File: src/rtl/vx_csr_req_arb.sv
// vx_csr_req_arb
//   Round-robin arbiter sharing the CSR unit request port among NUM_REQS
//   issue-side requesters. The winning request is captured into a 2-entry
//   elastic buffer whose head drives the CSR unit directly from registers.
//   A saturating counter reports cycles in which a request went ungranted.
//
// Ports
//   clk          clock
//   reset        asynchronous, active-high reset
//   req_valid    per-requester request valid               [NUM_REQS]
//   req_data     per-requester payload, slot i at [i*DATAW +: DATAW]
//   req_ready    per-requester accept, one-hot or zero     [NUM_REQS]
//   out_valid    request valid toward the CSR unit
//   out_data     payload of the head entry                 [DATAW]
//   out_idx      requester index of the head entry         [IDXW]
//   out_ready    CSR unit accept
//   perf_stalls  cycles with any request valid but no grant (saturating)
module vx_csr_req_arb #(
   parameter int NUM_REQS = 4,
   parameter int DATAW    = 256,
   parameter int IDXW     = (NUM_REQS > 1) ? $clog2(NUM_REQS) : 1
) (
   input  logic                      clk,
   input  logic                      reset,
   input  logic [NUM_REQS-1:0]       req_valid,
   input  logic [NUM_REQS*DATAW-1:0] req_data,
   output logic [NUM_REQS-1:0]       req_ready,
   output logic                      out_valid,
   output logic [DATAW-1:0]          out_data,
   output logic [IDXW-1:0]           out_idx,
   input  logic                      out_ready,
   output logic [31:0]               perf_stalls
);

   localparam logic [31:0] PERF_MAX = 32'hFFFF_FFFF;

   logic [IDXW-1:0]  rr_ptr;
   logic [IDXW-1:0]  grant_idx;
   logic             found;
   logic             can_push;
   logic             push;
   logic             pop;
   logic [DATAW-1:0] grant_data;

   // Buffer entries: _p0 is the head (drives the outputs), _p1 the tail.
   // vld_p1 implies vld_p0, so {vld_p1, vld_p0} encodes the count.
   logic             vld_p0, vld_p1;
   logic [DATAW-1:0] data_p0, data_p1;
   logic [IDXW-1:0]  idx_p0, idx_p1;

   // ---- Arbitration stage: scan from rr_ptr upward, wrapping ----
   always_comb begin
      int scan;
      scan      = 0;
      found     = 1'b0;
      grant_idx = '0;
      for (int k = 0; k < NUM_REQS; k++) begin
         scan = int'(rr_ptr) + k;
         if (scan >= NUM_REQS) scan = scan - NUM_REQS;
         if (!found && req_valid[scan[IDXW-1:0]]) begin
            found     = 1'b1;
            grant_idx = scan[IDXW-1:0];
         end
      end
   end

   // Space is judged on the registered occupancy only, so req_ready never
   // depends combinationally on out_ready.
   assign can_push   = !vld_p1;
   assign push       = found && can_push && !reset;
   assign pop        = vld_p0 && out_ready;
   assign grant_data = req_data[grant_idx*DATAW +: DATAW];

   always_comb begin
      req_ready = '0;
      if (push) req_ready[grant_idx] = 1'b1;
   end

   always_ff @(posedge clk or posedge reset) begin
      if (reset) begin
         rr_ptr <= '0;
      end else if (push) begin
         if (grant_idx == IDXW'(NUM_REQS - 1)) rr_ptr <= '0;
         else                                  rr_ptr <= grant_idx + 1'b1;
      end
   end

   // ---- Buffer stage: 2-entry FIFO, head always in _p0 ----
   always_ff @(posedge clk or posedge reset) begin
      if (reset) begin
         vld_p0  <= 1'b0;
         vld_p1  <= 1'b0;
         data_p0 <= '0;
         data_p1 <= '0;
         idx_p0  <= '0;
         idx_p1  <= '0;
      end else if (vld_p1) begin
         // full: no push possible, a pop shifts the tail into the head
         if (pop) begin
            data_p0 <= data_p1;
            idx_p0  <= idx_p1;
            vld_p1  <= 1'b0;
         end
      end else if (vld_p0) begin
         if (push && pop) begin
            data_p0 <= grant_data;
            idx_p0  <= grant_idx;
         end else if (push) begin
            data_p1 <= grant_data;
            idx_p1  <= grant_idx;
            vld_p1  <= 1'b1;
         end else if (pop) begin
            vld_p0  <= 1'b0;
         end
      end else if (push) begin
         data_p0 <= grant_data;
         idx_p0  <= grant_idx;
         vld_p0  <= 1'b1;
      end
   end

   assign out_valid = vld_p0;
   assign out_data  = data_p0;
   assign out_idx   = idx_p0;

   always_ff @(posedge clk or posedge reset) begin
      if (reset) begin
         perf_stalls <= '0;
      end else if ((|req_valid) && !push && (perf_stalls != PERF_MAX)) begin
         perf_stalls <= perf_stalls + 32'd1;
      end
   end

endmodule

File: config.mk
export PLATFORM = sky130hd
export DESIGN_NAME = vx_csr_req_arb
export DESIGN_NICKNAME = d
export VERILOG_FILES = /design/src/rtl/vx_csr_req_arb.sv
export SDC_FILE = /design/constraint.sdc
export NUM_CORES = 2
export LEC_CHECK = 0
export CAP_MARGIN = 10
export CORE_AREA = 4 4 520 522
export DETAILED_ROUTE_END_ITERATION = 8
export DIE_AREA = 0 0 524 526
export SKIP_LAST_GASP = 1
export SYNTH_ARGS = -nofsm -noshare
export SYNTH_HDL_FRONTEND = slang
export SYNTH_SLANG_ARGS = --single-unit
File: constraint.sdc
create_clock -name clk -period 27.2 [get_ports clk]
set_input_delay 8.16 -clock clk [delete_from_list [all_inputs] [get_ports clk]]
set_output_delay 8.16 -clock clk [all_outputs]
set_load 0.1 [all_outputs]
* Word-level counts from Yosys, hierarchy flattened
Index checks and enable logic that the tools add are counted.
** Word-level totals
- Input port bits :: 1031
- Word-level logic and storage cells :: 96
- Register bits after elaboration :: 552
- Output and inout bits :: 295
** Cells by class
- Shift operators :: 1
- Muxes and demuxes :: 42
- Bitwise gates (word level) :: 2
- Reduce and logical (&&, ||, !) cells :: 20
- $add $sub $neg :: 9
- Order comparisons :: 10
- Equal/unequal tests :: 4
** Operators by type and width (count)
- $mux 256 :: 5
- $shiftx 1024x11->256 :: 1
- $add 32x1->32 const B :: 1
- $ne 32x32->1 const B :: 1
- $mux 2 :: 14
- $mux 1 :: 17
- $lt 2x3->1 const B :: 5
- $logic_and 1x1->1 :: 10
- $ge 3x3->1 const B :: 3
- $bmux 1 s2 :: 4
- $sub 2x1->2 const B :: 4
- $add 2x2->3 const B :: 2
- $logic_not 1->1 :: 6
- $mux 4 :: 1
- $reduce_and 4->1 :: 1
- $reduce_or 4->1 :: 1
- $add 2x1->3 const B :: 1
- $ge 2x3->1 const B :: 1
- $ne 3x1->1 const B :: 1
- $reduce_and 3->1 :: 1
- $reduce_bool 3->1 :: 1
- $add 2x1->2 const B :: 1
- $demux 1 s2 :: 1
- $eq 2x2->1 const B :: 1
- other kinds (3) :: 4

* Logic depth before layout (Yosys ltp)
- Word-level depth :: 20
- Depth in mapped cells :: 9
- Mapped depth without buffers :: 7

* Worst setup path before layout
No wires, ideal clock.
- Path kind :: in2out
- Start :: input req_valid[0]
- End :: output req_ready[1]
- Path buffers :: 2
- Cell stages on the path :: 8
- Path slack :: 9.023 ns
- Arrival :: 10.017 ns
- Data required time :: 19.040 ns
- Path through :: a21oi_1 o21a_1 o22a_1 inv_2 buf_2 buf_2 ha_1 and2_1
** On the way
- Longest elaborated chain between the ends :: 17
- Elaborated cells between the ends (all ways) :: 30
- Those cells by class :: order compare: 2; mux: 19; reduce/logical: 9
** RTL lines
- start, declared :: line 25 : input logic [NUM_REQS-1:0] req_valid,
- $bmux 1 s2 :: line 60 : if (!found && req_valid[scan[IDXW-1:0]]) begin
- $mux 1 (not written as such) :: line 60
- $mux 1 :: line 60
- $logic_not 1->1 :: line 60
- $logic_and 1x1->1 :: line 60
- $mux 1 :: line 60
- $logic_not 1->1 :: line 60
- $logic_and 1x1->1 :: line 60
- [... 2 more ...]
- $logic_and 1x1->1 :: line 60
- $mux 2 * :: line 60
- via grant_idx[1] :: line 38 : logic [IDXW-1:0] grant_idx;
- $lt 2x3->1 (not written as such) or $ge 2x1->1 (tied branches) :: line 76 : if (push) req_ready[grant_idx] = 1'b1;
- $logic_and 1x1->1 (not written as such) :: line 76
- $mux 1 (not written as such) :: line 76
- $demux 1 s2 * :: line 76
- $mux 4 * :: line 76
- end, declared :: line 27 : output logic [NUM_REQS-1:0] req_ready,
The timed path passes the listed nets; every way through them passes the cells marked *. The select of a mux whose other input is x is not followed.

* Worst setup path after layout
- Start :: input req_valid[0]
- End :: output req_ready[0]
Same word-level chain as after synthesis.

==> out/qor_table.md <==
| Stage | Quantity | Value |
| --- | --- | --- |
| status | Status | finished, final reports clean |
| floorplanning | Die area | 275600 um2 |
| global routing | Via count of the first global-routing pass | 29770 |
| cts | Clock transition at the register clock pins on the worst setup and hold paths after CTS | 0.05 ns |
| sta | Final setup violation count | 0 |
| global routing | Global-route wire length before repair | 287.4 mm |
| route | Routed wire per std cell | 28.80 um |
| power and ir drop | Power density cells | 121.4 nW/um2 |
| cts | CTS Buffer Depth | 3 |
| cts | Number of clock buffers inserted by TritonCTS | 73 |
| floorplanning | Die Ht | 526 um |
| final layout | Layout cell share with drive strength beyond 1 | 0.1079 |
| route | Detailed-route via count | 30300 |
| setup path | Worst Setup EP | req_ready[0] |
| setup path | Slowest-stage cell, CP | sky130_fd_sc_hd__clkdlybuf4s50_1 |
| cts | Clock tree from TritonCTS | yes |
| route | DRC violation count after routing | 0 |
| setup path | Crit path arrival time | 11.83 ns |
| placement | Detailed placer's ending HPWL | 189.5 mm |
| setup path | Delay of the slowest cell on the worst path | 1.09 ns |
| cts | Level count of the clock H-tree | 3 |
| global routing | Congestion Overflow GR | 0 |
| final layout | Layout area overhead | 61.77% |
| route | First-pass iteration count of the detailed router | 5 |
| sta | Tightest Pin Transition | 1.337 ns |
| setup path | Critical path type | in -> out |
| floorplanning | Area of the core region | 265100 um2 |
| synthesis | Netlist area before placement | 30870 um2 |
| setup path | Worst-case register-to-register setup slack | 22.32 ns |
| route | Post-DR vias/cell | 3.854 |
| synthesis | Total of flip-flops plus latches after synthesis | 552 |
| global routing | Maximum number of pins on one net before global-route repair | 133 |
| cts | Hold buffer count at CTS | 0 |
| setup path | Worst setup path start | req_valid[0] |
| setup path | Required time reported for the critical path endpoint | 19.04 ns |
| sta | RSZ-0062 raised after global routing | no |
| sta | Aggregate negative setup slack | 0 ns |
| synthesis | Cell count after synthesis | 3020 |
| sta | Fin crit share | 0.7350 |
| floorplanning | Initial core utilization | 0.1165 |
| cts | Setup Fix Bufs, Post-CTS | 0 |
| sta | FMAX | 0.05002 GHz |
| sta | Clock period minus final worst setup slack | 19.99 ns |
| setup path | Startpoint of the worst register-to-register path | rr_ptr[1]$_DFFE_PP0P_ |
| setup path | Max Fanout on Critical Path | 45 |
| setup path | Cell mode on critical path | sky130_fd_sc_hd__clkdlybuf4s50_1 |
| cts | Total clock sinks | 552 |
| synthesis | Sequential element share of the synthesized area | 0.4474 |
| floorplanning | Width of the chip | 524 um |
| synthesis | Average footprint of a synthesized cell | 10.22 um2 |
| synthesis | Yosys warns | 0 |
| min path | Hold/Removal Path Class | reg -> reg |
| setup path | Worst reg2reg path depth | 10 |
| floorplanning | Top Ports | 1326 |
| setup path | Crit Reg-Reg Endpoint | out_data[208]$_DFFE_PP0P_ |
| final layout | Most common cell after layout, fill and taps aside | sky130_fd_sc_hd__clkdlybuf4s50_1 |
| sta | Normalized max-slew margin | 0.1084 |
| global routing | Antenna violations before repair | 251 |
| global routing | Overall routing resource usage | 0.1563 |
| setup path | Top Family by Delay on Critical Path | buffers and inverters |
| sta | Total count of max-transition violations in the final report | 0 |
| synthesis | Yosys top cell by area | sky130_fd_sc_hd__dfrtp_1 |
| sta | Hold Worst Slack | 0.4754 ns |
| route | Starting DRT DRC Count | 2108 |
| flow run | Max Cap Viol | 0 |
| setup path | Count of buffer and inverter cells on the critical path | 3 |
| min path | Hold path start | data_p1[236]$_DFFE_PP0P_ |
| sta | Total count of hold-check failures in the final report | 0 |
| synthesis | Synthesized Nets | 4056 |
| setup path | Setup crit start kind | primary input |
| synthesis | Top cell type's share of synthesized area | 0.4474 |
| setup path | Worst Setup End Kind | output pin |
| cts | Clock insertion delay at the later pin of the skew report | 0.68 ns |
| placement | Final RePlAce weighted congestion | 0.9004 |
| cts | Post-CTS resize count | 0 |
| placement | Number of buffers inserted by port buffering | 1325 |
| final layout | Number of nets in the final layout | 5246 |
| setup path | Crit path depth | 8 |
| synthesis | Library cells used by synthesis | 40 |
| synthesis | Leading post-synthesis cells by cell area | sky130_fd_sc_hd__dfrtp_1 45%, sky130_fd_sc_hd__mux2i_1 17%, sky130_fd_sc_hd__mux2_2 9.4% |
| floorplanning | Number of core rows | 189 |
| power and ir drop | Pleak | 21.26 nW |
| route | Detailed-route wire length | 226.5 mm |
| power and ir drop | Peak ir drop on the vdd network | 74.21 uV |
| setup path | Worst path cell trace | clkdlybuf4s50_1 -> mux2i_1 -> o22ai_2 -> nor2_2 -> clkinv_16 -> ha_1 -> and2_1 -> clkdlybuf4s50_1 |
| cts | Library cell used as clock root buffer | sky130_fd_sc_hd__clkbuf_16 |
| sta | Setup clock skew after layout | 0.02667 ns |
| final layout | Leading cell types in the layout, fill and taps excluded | 1298 x sky130_fd_sc_hd__clkdlybuf4s50_1, 551 x sky130_fd_sc_hd__dfrtp_1, 514 x sky130_fd_sc_hd__o21ai_1 |
| route | Post-detailed-route count of antenna-violating nets | 0 |
==> power breakdown <==
group | total [mW] | switching, mW | internal [mW]
clock | 1.01 | 0.411 | 0.597
sequential | 1.40 | 0.205 | 1.19
combinational | 3.66 | 2.61 | 1.05
==> state kept, by name, summed over array words and instances (netlist names) <==
| name | cells |
|---|---|
| vld_p1 | 1 |
| idx_p1 | 2 |
| perf_stalls | 32 |
| out_valid | 1 |
| out_data | 256 |
| data_p1 | 256 |
| rr_ptr | 2 |
| out_idx | 2 |
==> layer usage <==
layer / up-vias / routed length (um) / global-route usage
met2: 1727 / 101200 / 0.2468
met3: 535 / 27520 / 0.07633
met5: - / 1091 / 0
met4: 172 / 8383 / 0.05444
li1: 13330 / - / -
met1: 14540 / 88300 / 0.1831
==> through the flow <==
stage | utilization | power (mW) | instance area (um2) | cells | worst slack, ns
6_report | 0.1884 | 6.064 | 49950 | 7863 | 7.207
5_1_grt | 0.1881 | 6.340 | 49870 | 7833 | 7.052
4_1_cts | 0.1878 | 6.134 | 49780 | 7798 | 7.086
3_5_place_dp | 0.1785 | 5.093 | 47330 | 7668 | 7.081
3_3_place_gp | 0.1785 | 5.034 | 47330 | 7668 | 7.071
2_1_floorplan | - | 3.982 | 30870 | 3020 | 3.606
==> cell usage after synthesis, drive strengths merged <==
| library cell | instances |
|---|---|
| and4 | 1 |
| xor2 | 10 |
| clkbuf | 160 |
| nor4 | 3 |
| nor2b | 1 |
| a2bb2oi | 1 |
| xnor2 | 20 |
| nand4 | 11 |
| nor3 | 12 |
| mux2i | 514 |
| and3 | 259 |
| o21a | 1 |
| inv | 9 |
| mux2 | 258 |
| o21ai | 517 |
| and2 | 6 |
| nand2 | 281 |
| a21oi | 266 |
| o21bai | 1 |
| or2 | 1 |
| nor2 | 18 |
| ha | 5 |
| buf | 96 |
| dfrtp | 552 |
| nand3 | 11 |
| nand2b | 4 |
| o22ai | 1 |
| o22a | 1 |
==> final cells by class <==
cell class                      count  area (um2)
Antenna cell                       65       162.7
Inverter                            9       75.07
Multi-Input combinational cell   2203       15450
Sequential cell                   552       13820
Clock inverter                     27       360.3
Fill cell                       29070      215100
Tap cell                         3533        4420
Clock buffer                      103        2092
Timing Repair Buffer             1371       13570
==> how the worst min path moves through the flow <==
stage,cells after the start,endpoint,slack (ns)
final,2,data_p1[236]$_DFFE_PP0P_,0.48
after global routing,2,data_p1[22]$_DFFE_PP0P_,0.50
after CTS,2,data_p1[220]$_DFFE_PP0P_,0.48
after detailed placement,2,data_p1[194]$_DFFE_PP0P_,0.47
after global placement,2,data_p1[198]$_DFFE_PP0P_,0.46
after floorplan,2,data_p1[141]$_DFFE_PP0P_,0.45
==> cells by family (layout without fill, tap and decap cells) <==
group           count (synthesis)  count (layout)  synth area share
other cells                     0              65                 0
buf+inv                       265            1510           0.05406
fa+ha+maj                       5               5          0.002026
compound gates                788             788            0.1287
xor+xnor                       30              30          0.008510
mux                           772             772            0.2607
flops                         552             552            0.4474
simple gates                  608             608           0.09856
==> worst reg2reg max path: cells and delay by family (launching register included) <==
| family | cells | cell delay, ns |
|---|---|---|
| buf+inv | 4 | 2.67 |
| compound gates | 2 | 0.27 |
| flops | 1 | 0.46 |
| simple gates | 1 | 0.17 |
| mux | 3 | 1.18 |
(Power assumes the default switching activity.)
